## src/rtl/mem_stage_lsu_if.sv

```systemverilog
// mem_stage_lsu_if: data-memory request/response bus between the LSU and memory
interface mem_stage_lsu_if;
  logic        mem_req_valid;
  logic        mem_req_ready;
  logic        mem_req_we;
  logic [31:0] mem_req_addr;
  logic [3:0]  mem_req_wstrb;
  logic [31:0] mem_req_wdata;
  logic        mem_rsp_valid;
  logic [31:0] mem_rsp_rdata;
  modport master (
    output mem_req_valid, mem_req_we, mem_req_addr, mem_req_wstrb, mem_req_wdata,
    input  mem_req_ready, mem_rsp_valid, mem_rsp_rdata
  );
  modport slave (
    input  mem_req_valid, mem_req_we, mem_req_addr, mem_req_wstrb, mem_req_wdata,
    output mem_req_ready, mem_rsp_valid, mem_rsp_rdata
  );
endinterface

```

## src/rtl/mem_stage_lsu.sv

```systemverilog
// mem_stage_lsu: memory-stage load/store unit with lane alignment, load extension and timeout
module mem_stage_lsu #(
  parameter int unsigned TIMEOUT_CYCLES = 255
) (
  input  logic                 clk,
  input  logic                 rst,
  input  logic [31:0]          alu_out,
  input  logic [31:0]          rs2_data,
  input  logic [3:0]           dm_w_en,
  input  logic                 wb_sel,
  input  logic                 wb_en,
  input  logic [2:0]           func3,
  mem_stage_lsu_if.master      mem,
  output logic                 stall,
  output logic [31:0]          ld_data,
  output logic                 ld_valid,
  output logic                 misaligned_exc,
  output logic                 bus_err
);
  typedef enum logic [1:0] {IDLE, REQ, WAIT, DONE} state_t;
  state_t      state_q, state_d;
  logic        we_q, we_d, ldv_q, ldv_d, mis_q, mis_d, err_q, err_d;
  logic [31:0] addr_q, addr_d, wdata_q, wdata_d, ld_data_q, ld_data_d, cnt_q, cnt_d;
  logic [3:0]  wstrb_q, wstrb_d;
  logic [1:0]  off_q, off_d;
  logic [2:0]  f_q, f_d;
  logic        is_st, is_ld, acc, is_b, is_h, mis_a, to_hit;
  logic [3:0]  st_strb;
  logic [31:0] st_data, sh, ext;
  logic [15:0] half;
  assign is_st   = |dm_w_en;
  assign is_ld   = wb_sel & wb_en & ~is_st;
  assign acc     = is_st | is_ld;
  // reserved widths (011, 11x) fall through to word handling
  assign is_b    = func3[1:0] == 2'b00;
  assign is_h    = func3[1:0] == 2'b01;
  assign mis_a   = is_h ? alu_out[0] : (!is_b && |alu_out[1:0]);
  assign st_strb = is_b ? 4'b0001 << alu_out[1:0] : is_h ? 4'b0011 << {alu_out[1], 1'b0} : 4'b1111;
  assign st_data = is_b ? {4{rs2_data[7:0]}} : is_h ? {2{rs2_data[15:0]}} : rs2_data;
  assign sh      = mem.mem_rsp_rdata >> {off_q, 3'b000};
  assign half    = off_q[1] ? mem.mem_rsp_rdata[31:16] : mem.mem_rsp_rdata[15:0];
  assign ext     = f_q[1:0] == 2'b00 ? {{24{~f_q[2] & sh[7]}}, sh[7:0]} :
                   f_q[1:0] == 2'b01 ? {{16{~f_q[2] & half[15]}}, half} : mem.mem_rsp_rdata;
  assign to_hit  = (TIMEOUT_CYCLES != 0) && (cnt_q + 32'd1 >= TIMEOUT_CYCLES);
  always_comb begin
    state_d   = state_q;
    we_d      = we_q;
    addr_d    = addr_q;
    wstrb_d   = wstrb_q;
    wdata_d   = wdata_q;
    off_d     = off_q;
    f_d       = f_q;
    cnt_d     = cnt_q;
    ld_data_d = ld_data_q;
    ldv_d     = ldv_q;
    mis_d     = mis_q;
    err_d     = err_q;
    stall     = 1'b0;
    case (state_q)
      IDLE: begin
        ldv_d = 1'b0;
        mis_d = 1'b0;
        err_d = 1'b0;
        cnt_d = '0;
        stall = acc;
        if (acc && mis_a) begin
          mis_d   = 1'b1;
          state_d = DONE;
        end else if (acc) begin
          we_d    = is_st;
          addr_d  = {alu_out[31:2], 2'b00};
          wstrb_d = is_st ? st_strb : 4'b0000;
          wdata_d = is_st ? st_data : 32'h0;
          off_d   = alu_out[1:0];
          f_d     = func3;
          state_d = REQ;
        end
      end
      REQ: begin
        stall = 1'b1;
        cnt_d = cnt_q + 32'd1;
        if (mem.mem_req_ready) state_d = we_q ? DONE : WAIT;
        else if (to_hit) begin
          err_d   = 1'b1;
          state_d = DONE;
        end
      end
      WAIT: begin
        stall = 1'b1;
        cnt_d = cnt_q + 32'd1;
        if (mem.mem_rsp_valid) begin
          ld_data_d = ext;
          ldv_d     = 1'b1;
          state_d   = DONE;
        end else if (to_hit) begin
          err_d   = 1'b1;
          state_d = DONE;
        end
      end
      DONE: state_d = IDLE;
    endcase
  end
  always_ff @(posedge clk) begin
    if (rst) begin
      state_q   <= IDLE;
      we_q      <= 1'b0;
      addr_q    <= '0;
      wstrb_q   <= '0;
      wdata_q   <= '0;
      off_q     <= '0;
      f_q       <= '0;
      cnt_q     <= '0;
      ld_data_q <= '0;
      ldv_q     <= 1'b0;
      mis_q     <= 1'b0;
      err_q     <= 1'b0;
    end else begin
      state_q   <= state_d;
      we_q      <= we_d;
      addr_q    <= addr_d;
      wstrb_q   <= wstrb_d;
      wdata_q   <= wdata_d;
      off_q     <= off_d;
      f_q       <= f_d;
      cnt_q     <= cnt_d;
      ld_data_q <= ld_data_d;
      ldv_q     <= ldv_d;
      mis_q     <= mis_d;
      err_q     <= err_d;
    end
  end
  assign mem.mem_req_valid = state_q == REQ;
  assign mem.mem_req_we    = we_q;
  assign mem.mem_req_addr  = addr_q;
  assign mem.mem_req_wstrb = wstrb_q;
  assign mem.mem_req_wdata = wdata_q;
  assign ld_data           = ld_data_q;
  assign ld_valid          = state_q == DONE && ldv_q;
  assign misaligned_exc    = state_q == DONE && mis_q;
  assign bus_err           = state_q == DONE && err_q;
endmodule

```

## src/flat_wrapper.sv

```systemverilog
// flat-port wrapper written by rule: the top's interface ports become plain ports
module mem_stage_lsu_flat 
#(
  parameter int unsigned TIMEOUT_CYCLES = 255
)
  (clk, rst, alu_out, rs2_data, dm_w_en, wb_sel, wb_en, func3, stall, ld_data, ld_valid, misaligned_exc, bus_err, mem_mem_req_valid, mem_mem_req_we, mem_mem_req_addr, mem_mem_req_wstrb, mem_mem_req_wdata, mem_mem_req_ready, mem_mem_rsp_valid, mem_mem_rsp_rdata);
  mem_stage_lsu_if mem_i ();
  input  logic clk;
  input  logic rst;
  input  logic [31:0] alu_out;
  input  logic [31:0] rs2_data;
  input  logic [3:0] dm_w_en;
  input  logic wb_sel;
  input  logic wb_en;
  input  logic [2:0] func3;
  output logic stall;
  output logic [31:0] ld_data;
  output logic ld_valid;
  output logic misaligned_exc;
  output logic bus_err;
  output wire logic [$bits(mem_i.mem_req_valid)-1:0] mem_mem_req_valid;
  output wire logic [$bits(mem_i.mem_req_we)-1:0] mem_mem_req_we;
  output wire logic [$bits(mem_i.mem_req_addr)-1:0] mem_mem_req_addr;
  output wire logic [$bits(mem_i.mem_req_wstrb)-1:0] mem_mem_req_wstrb;
  output wire logic [$bits(mem_i.mem_req_wdata)-1:0] mem_mem_req_wdata;
  input wire logic [$bits(mem_i.mem_req_ready)-1:0] mem_mem_req_ready;
  input wire logic [$bits(mem_i.mem_rsp_valid)-1:0] mem_mem_rsp_valid;
  input wire logic [$bits(mem_i.mem_rsp_rdata)-1:0] mem_mem_rsp_rdata;
  assign mem_mem_req_valid = mem_i.mem_req_valid;
  assign mem_mem_req_we = mem_i.mem_req_we;
  assign mem_mem_req_addr = mem_i.mem_req_addr;
  assign mem_mem_req_wstrb = mem_i.mem_req_wstrb;
  assign mem_mem_req_wdata = mem_i.mem_req_wdata;
  assign mem_i.mem_req_ready = mem_mem_req_ready;
  assign mem_i.mem_rsp_valid = mem_mem_rsp_valid;
  assign mem_i.mem_rsp_rdata = mem_mem_rsp_rdata;
  mem_stage_lsu #(.TIMEOUT_CYCLES(TIMEOUT_CYCLES)) u_core (.clk(clk), .rst(rst), .alu_out(alu_out), .rs2_data(rs2_data), .dm_w_en(dm_w_en), .wb_sel(wb_sel), .wb_en(wb_en), .func3(func3), .mem(mem_i), .stall(stall), .ld_data(ld_data), .ld_valid(ld_valid), .misaligned_exc(misaligned_exc), .bus_err(bus_err));
endmodule
```

## config.mk

```make
export PLATFORM = sky130hd
export DESIGN_NAME = mem_stage_lsu_flat
export DESIGN_NICKNAME = d
export VERILOG_FILES = /design/src/rtl/mem_stage_lsu_if.sv /design/src/rtl/mem_stage_lsu.sv /design/src/flat_wrapper.sv
export SDC_FILE = /design/constraint.sdc
export NUM_CORES = 1
export LEC_CHECK = 0
export BUFFER_PORTS_ARGS = -buffer_cell sky130_fd_sc_hd__buf_2
export CAP_MARGIN = 40
export CORE_UTILIZATION = 52
export DETAILED_ROUTE_END_ITERATION = 8
export PLACE_DENSITY = 0.8
export SLEW_MARGIN = 20
export SYNTH_ARGS = -nofsm -noshare
export SYNTH_HDL_FRONTEND = slang
export SYNTH_SLANG_ARGS = --single-unit
```

## constraint.sdc

```tcl
create_clock -name clk -period 3.05 [get_ports clk]
set_clock_uncertainty 0.05 [all_clocks]
set_input_delay 0.4575 -clock clk [delete_from_list [all_inputs] [get_ports clk]]
set_output_delay 0.4575 -clock clk [all_outputs]
set_load 0.01 [all_outputs]
```

======== Word level (Yosys, flattened, before mapping) ========
Cells that the tools add are included.
word-level totals
  register bits ........................... 141
  logic and storage cells ................. 79
operators by class
  $add $sub $neg .......................... 1
  order comparisons ....................... 1
  equality and inequality tests ........... 9
  shift-type cells ........................ 3
  muxes and demuxes ....................... 26
  bitwise operators ....................... 8
  reductions and logical operators ........ 19
operators by type and width
  kind                   number
  $mux 32                5
  $pmux 32 s2            1
  $add 32x1->32 const B  1
  $ge 32x8->1 const B    1
  $shr 32x5->8           1
  $mux 16                1
  $mux 4                 3
  $mux 2                 5
  $pmux 2 s4             1
  $mux 1                 7
  $eq 2x1->1 const B     3
  $logic_not 2->1        3
  $ne 2x2->1 const B     3
  $reduce_and 3->1       2
  $logic_and 1x1->1      5
  $and 1x1->1            4
  $eq 2x2->1 const B     2
  $pmux 1 s2             2
  $reduce_and 2->1       2
  $reduce_bool 2->1      2
  $reduce_or 2->1        2
  $reduce_or 4->1        1
  $shl 1x2->4 const A    1
  $shl 2x2->4 const A    1
  other kinds (6)        8

======== Depth between registers and ports, before layout ========
  depth in word-level cells ............... 7
  mapped depth ............................ 10
  gate-level depth less buffers ........... 9

======== Worst setup path after synthesis ========
No wires, ideal clock.
  kind .................................... flip-flop to flip-flop
  start point ............................. register u_core.cnt_q[0]
  end point ............................... register u_core.state_q[1]
  data arrival time ....................... 2.459 ns
  required time ........................... 2.866 ns
  path slack .............................. 0.407 ns
  cell stages (with the launch flop) ...... 10
  clock period less this slack ............ 2.643 ns
  cells stage by stage .................... dfxtp_1 > ha_1 > and3_1 > buf_2 > nand4_1 > or4_1 > a2bb2oi_1 > nand4_1 > nor4_2 > a211oi_1
on the way
  word-level cells in the longest chain between the ends .. 5
ends and longest elaborated chain
  element                           line                  source
  start: declaration                mem_stage_lsu.sv:23   logic [31:0] addr_q, addr_d, wdata_q, wdata_d, ld_data_q, ld_data_d, cnt_q, cnt_d;
  start signal: assignment          mem_stage_lsu.sv:125  cnt_q <= cnt_d;
  $add 32x1->32 (*)                 mem_stage_lsu.sv:44   assign to_hit = (TIMEOUT_CYCLES != 0) && (cnt_q + 32'd1 >= TIMEOUT_CYCLES);
  $ge 32x8->1 (*)                   mem_stage_lsu.sv:44
  $mux 2 (*)                        -
  $mux 2, on equally long branches  -
  $pmux 2 s4 (*)                    -
  end signal: assignment            mem_stage_lsu.sv:118  state_q <= state_d;
  end: declaration                  mem_stage_lsu.sv:21   state_t state_q, state_d;
Mark *: on every way between the ends. The rest lies on a longest branch, timed or not.
A chain may end at the register's enable or synchronous reset.

======== Worst setup path in the final report ========
  start point ............................. register u_core.cnt_q[8]
  end point ............................... register u_core.state_q[1]
The elaborated chain is that of the path after synthesis.

==> impl_metrics.py <==
metrics = {
    "yosys": {
        "synth_sequential_area_ratio_pct": 39.09,
        "yosys.area.top_type": "dfxtp_1",
        "synth_area_um2": 7222,
        "synth_edf_count": 0,
        "synth-adder-area-share_pct": 1.040,
        "ys_types": 56,
        "synth_simple_gate_area_share_pct": 26.92,
        "synth-seq-cells": 141,
        "async_flop_share_pct": 0,
        "synth_top_family_by_area": "simple AND/OR/NAND/NOR gates",
        "synthCells": 936,
        "synth_compound_area_share_pct": 18.66,
        "synthTopCellsByArea": "dfxtp_1, a21oi_1, nand2_1",
        "synth_xor_area_share_pct": 0.9702,
        "syn_avg_cell_area_um2": 7.716,
        "yosysTopAreaCellShare_pct": 39.09,
        "synth_top_flop_cell": "dfxtp_1",
        "ys_warn_count": 0,
        "synth_mux_area_share_pct": 8.420,
    },
    "cts": {
        "cts_hold_buf": 0,
        "cts_sinks": 141,
        "post-cts-setup-buffer-count": 0,
        "clk_path_buf_depth": 2,
        "ctsResizeCount": 0,
        "cts_tree": "yes",
        "insertion_delay_ns": 0.42,
        "cts.reportedPaths.clkPinSlew_ns": 0.06,
        "htree_num_levels": 4,
        "numCtsBuffers": 17,
        "cts-root-buf": "clkbuf_16",
    },
    "critical_path": {
        "crit_family": "simple AND/OR/NAND/NOR gates",
        "slowest_stage": "or4_4",
        "path_common_cell": "or4_4",
        "critPathBufInv": 0,
        "cp_data_required_time_ns": 3.27,
        "critPathMaxFanout": 9,
        "crit_chain": "nand4_2, or4_4, or4_4, mux2i_1, nand3_1, nor4_2, a211oi_1",
        "cp.arrival_ns": 3.06,
        "cp-end-kind": "register",
        "crit_path_max_incr_delay_ns": 0.62,
        "worstSetupPathType": "register to register",
        "start_kind": "register",
    },
    "global_route": {
        "first_global_vias": 6899,
        "grtUsageTotal_pct": 29.32,
        "antenna_found_initial": 0,
        "grt_overflow": 0,
        "grt_pass1_wl_mm": 33.58,
        "grt_start_max_net_pins": 63,
    },
    "die": {
        "die_x_um": 119.9,
        "row_count": 42,
        "floorplan.die.height_um": 119.9,
        "io_pins": 215,
        "die-area_um2": 14360,
        "core_area_um2": 13400,
        "initial_core_util_pct": 53.89,
    },
    "timing": {
        "rsz0062_at_grt": "no",
        "fin_crit_sh_pct": 93.38,
        "tightest_slew_ns": 0.6380,
        "max_freq_ghz": 0.3511,
        "setup_viol": 0,
        "finalHoldViolCount": 0,
        "final_max_slew_viol_count": 0,
        "finalSetupTns_ns": 0,
        "fin_crit_ns": 2.848,
        "slew-limit-headroom_pct": 57.47,
    },
    "hold_path": {
        "hold_class": "input port to register",
    },
    "final_layout": {
        "drive_gt1_share_pct": 26.57,
        "nets": 1232,
        "fin_util_pct": 67.83,
        "diodes": 0,
        "layout_common_cells": "buf_2, dfxtp_1, nand2_1",
        "layout_commonest_cell": "buf_2",
        "syn_to_final_growth_pct": 25.87,
    },
    "placed_design": {
        "numPortBuffers": 212,
        "gp_congestion": 0.9580,
        "dp_hpwl_mm": 14.76,
    },
    "drt": {
        "wl_mm": 21.21,
        "drtAntennaViolNets": 0,
        "drc": 0,
        "viasPerCell": 5.755,
        "route.vias.total": 7510,
        "drt-initial-drc-count": 529,
        "first_pass_iters": 5,
        "wl_per_cell_um": 16.25,
    },
    "power_and_ir_drop": {
        "ir_drop_uv": 484.3,
        "total_leakage_power_nw": 3.972,
        "power_density_nw_per_um2": 767.9,
    },
    "run_status": {
        "status": "complete, no violations",
    },
    "flow_run": {
        "maxCapViolCount": 0,
    },
}
[logic make-up after synthesis]
kind of cell | count (synthesis)
DFF | 141
xor gates and xnor gates | 8
other | 1
AOI/OAI and AO/OA | 227
adders and majority gates | 6
buffers and inverters | 86
muxes | 51
and+or+nand+nor | 416
[layer usage]
metal / vias to the layer above / wire length, µm / track usage, %
met4: 0 / 509 / 12.42
met2: 303 / 10420 / 49.93
met3: 38 / 1673 / 7.367
met1: 3515 / 8611 / 34.97
met5: - / 0 / 0
li1: 3654 / - / -
[power breakdown]
part           switching [mW]  internal (mW)
logic                    1.45          0.966
clock network           0.785           1.43
registers               0.200           2.15
total                    2.44           4.54
[synth_stat cells (all sizes together) (2+ instances only)]
library cell  instances
dfxtp               141
nand2               133
a21oi               128
nor2                120
clkbuf               69
nor3                 55
a211oi               39
mux2i                36
nand3                33
a21o                 19
o21ai                17
nand4                10
buf                   9
nor4                  9
or4                   9
and2                  8
inv                   8
mux2                  8
or3                   8
mux4                  7
nor2b                 7
and4                  6
ha                    6
xnor2                 6
and3                  4
or2                   4
a31oi                 3
nand2b                3
o211ai                3
o21a                  3
a21boi                2
a311o                 2
nand3b                2
o22ai                 2
o31a                  2
o31ai                 2
or3b                  2
xor2                  2
[worst min-delay path: stages]
cell,delay (ns)
buf_2,0.09
nand2_1,0.04
a21oi_1,0.05
[final timing paths]
path	start	to	slack, ns	cells past startpoint
max	u_core.cnt_q[8]$_SDFFE_PP0P_	u_core.state_q[1]$_SDFFE_PP0P_	0.20	7
min	alu_out[29]	u_core.mem.mem_req_addr[29]$_SDFFE_PP0P_	0.22	3
max reg2reg	u_core.cnt_q[8]$_SDFFE_PP0P_	u_core.state_q[1]$_SDFFE_PP0P_	0.20	7
min reg2reg	u_core.mem.mem_req_wdata[7]$_SDFFE_PP0P_	u_core.mem.mem_req_wdata[7]$_SDFFE_PP0P_	0.40	2
[flip-flops by register name, indices dropped and copies added, names as in the netlist]
| name | count |
|---|---|
| u_core.cnt_q | 32 |
| u_core.err_q | 1 |
| u_core.f_q | 3 |
| u_core.ld_data | 32 |
| u_core.ldv_q | 1 |
| u_core.mem.mem_req_addr | 30 |
| u_core.mem.mem_req_wdata | 32 |
| u_core.mem.mem_req_we | 1 |
| u_core.mem.mem_req_wstrb | 4 |
| u_core.mis_q | 1 |
| u_core.off_q | 2 |
| u_core.state_q | 2 |
[through the flow]
stage	power, mW	hold slack, ns	area, µm²	worst slack [ns]	cells
floorplan	3.963	0.3991	7226	0.4069	937
global placement	4.726	0.3848	8432	0.2707	1272
detailed placement	4.767	0.3923	8432	0.2104	1272
CTS	6.987	0.2119	9064	0.2130	1303
global route	7.358	0.2114	9090	0.03689	1305
finish	6.980	0.2242	9090	0.2020	1305
[layout make-up]
cell class / instances / area (µm²)
clock inverters: 10 / 161.4
repair buffers: 239 / 1303
clock buffers: 21 / 470.5
fillers: 1152 / 4310
multi-input cells: 710 / 4083
inverters: 8 / 30.03
flip-flops and latches: 141 / 2823
well taps: 176 / 220.2
(Power assumes the default switching activity.)
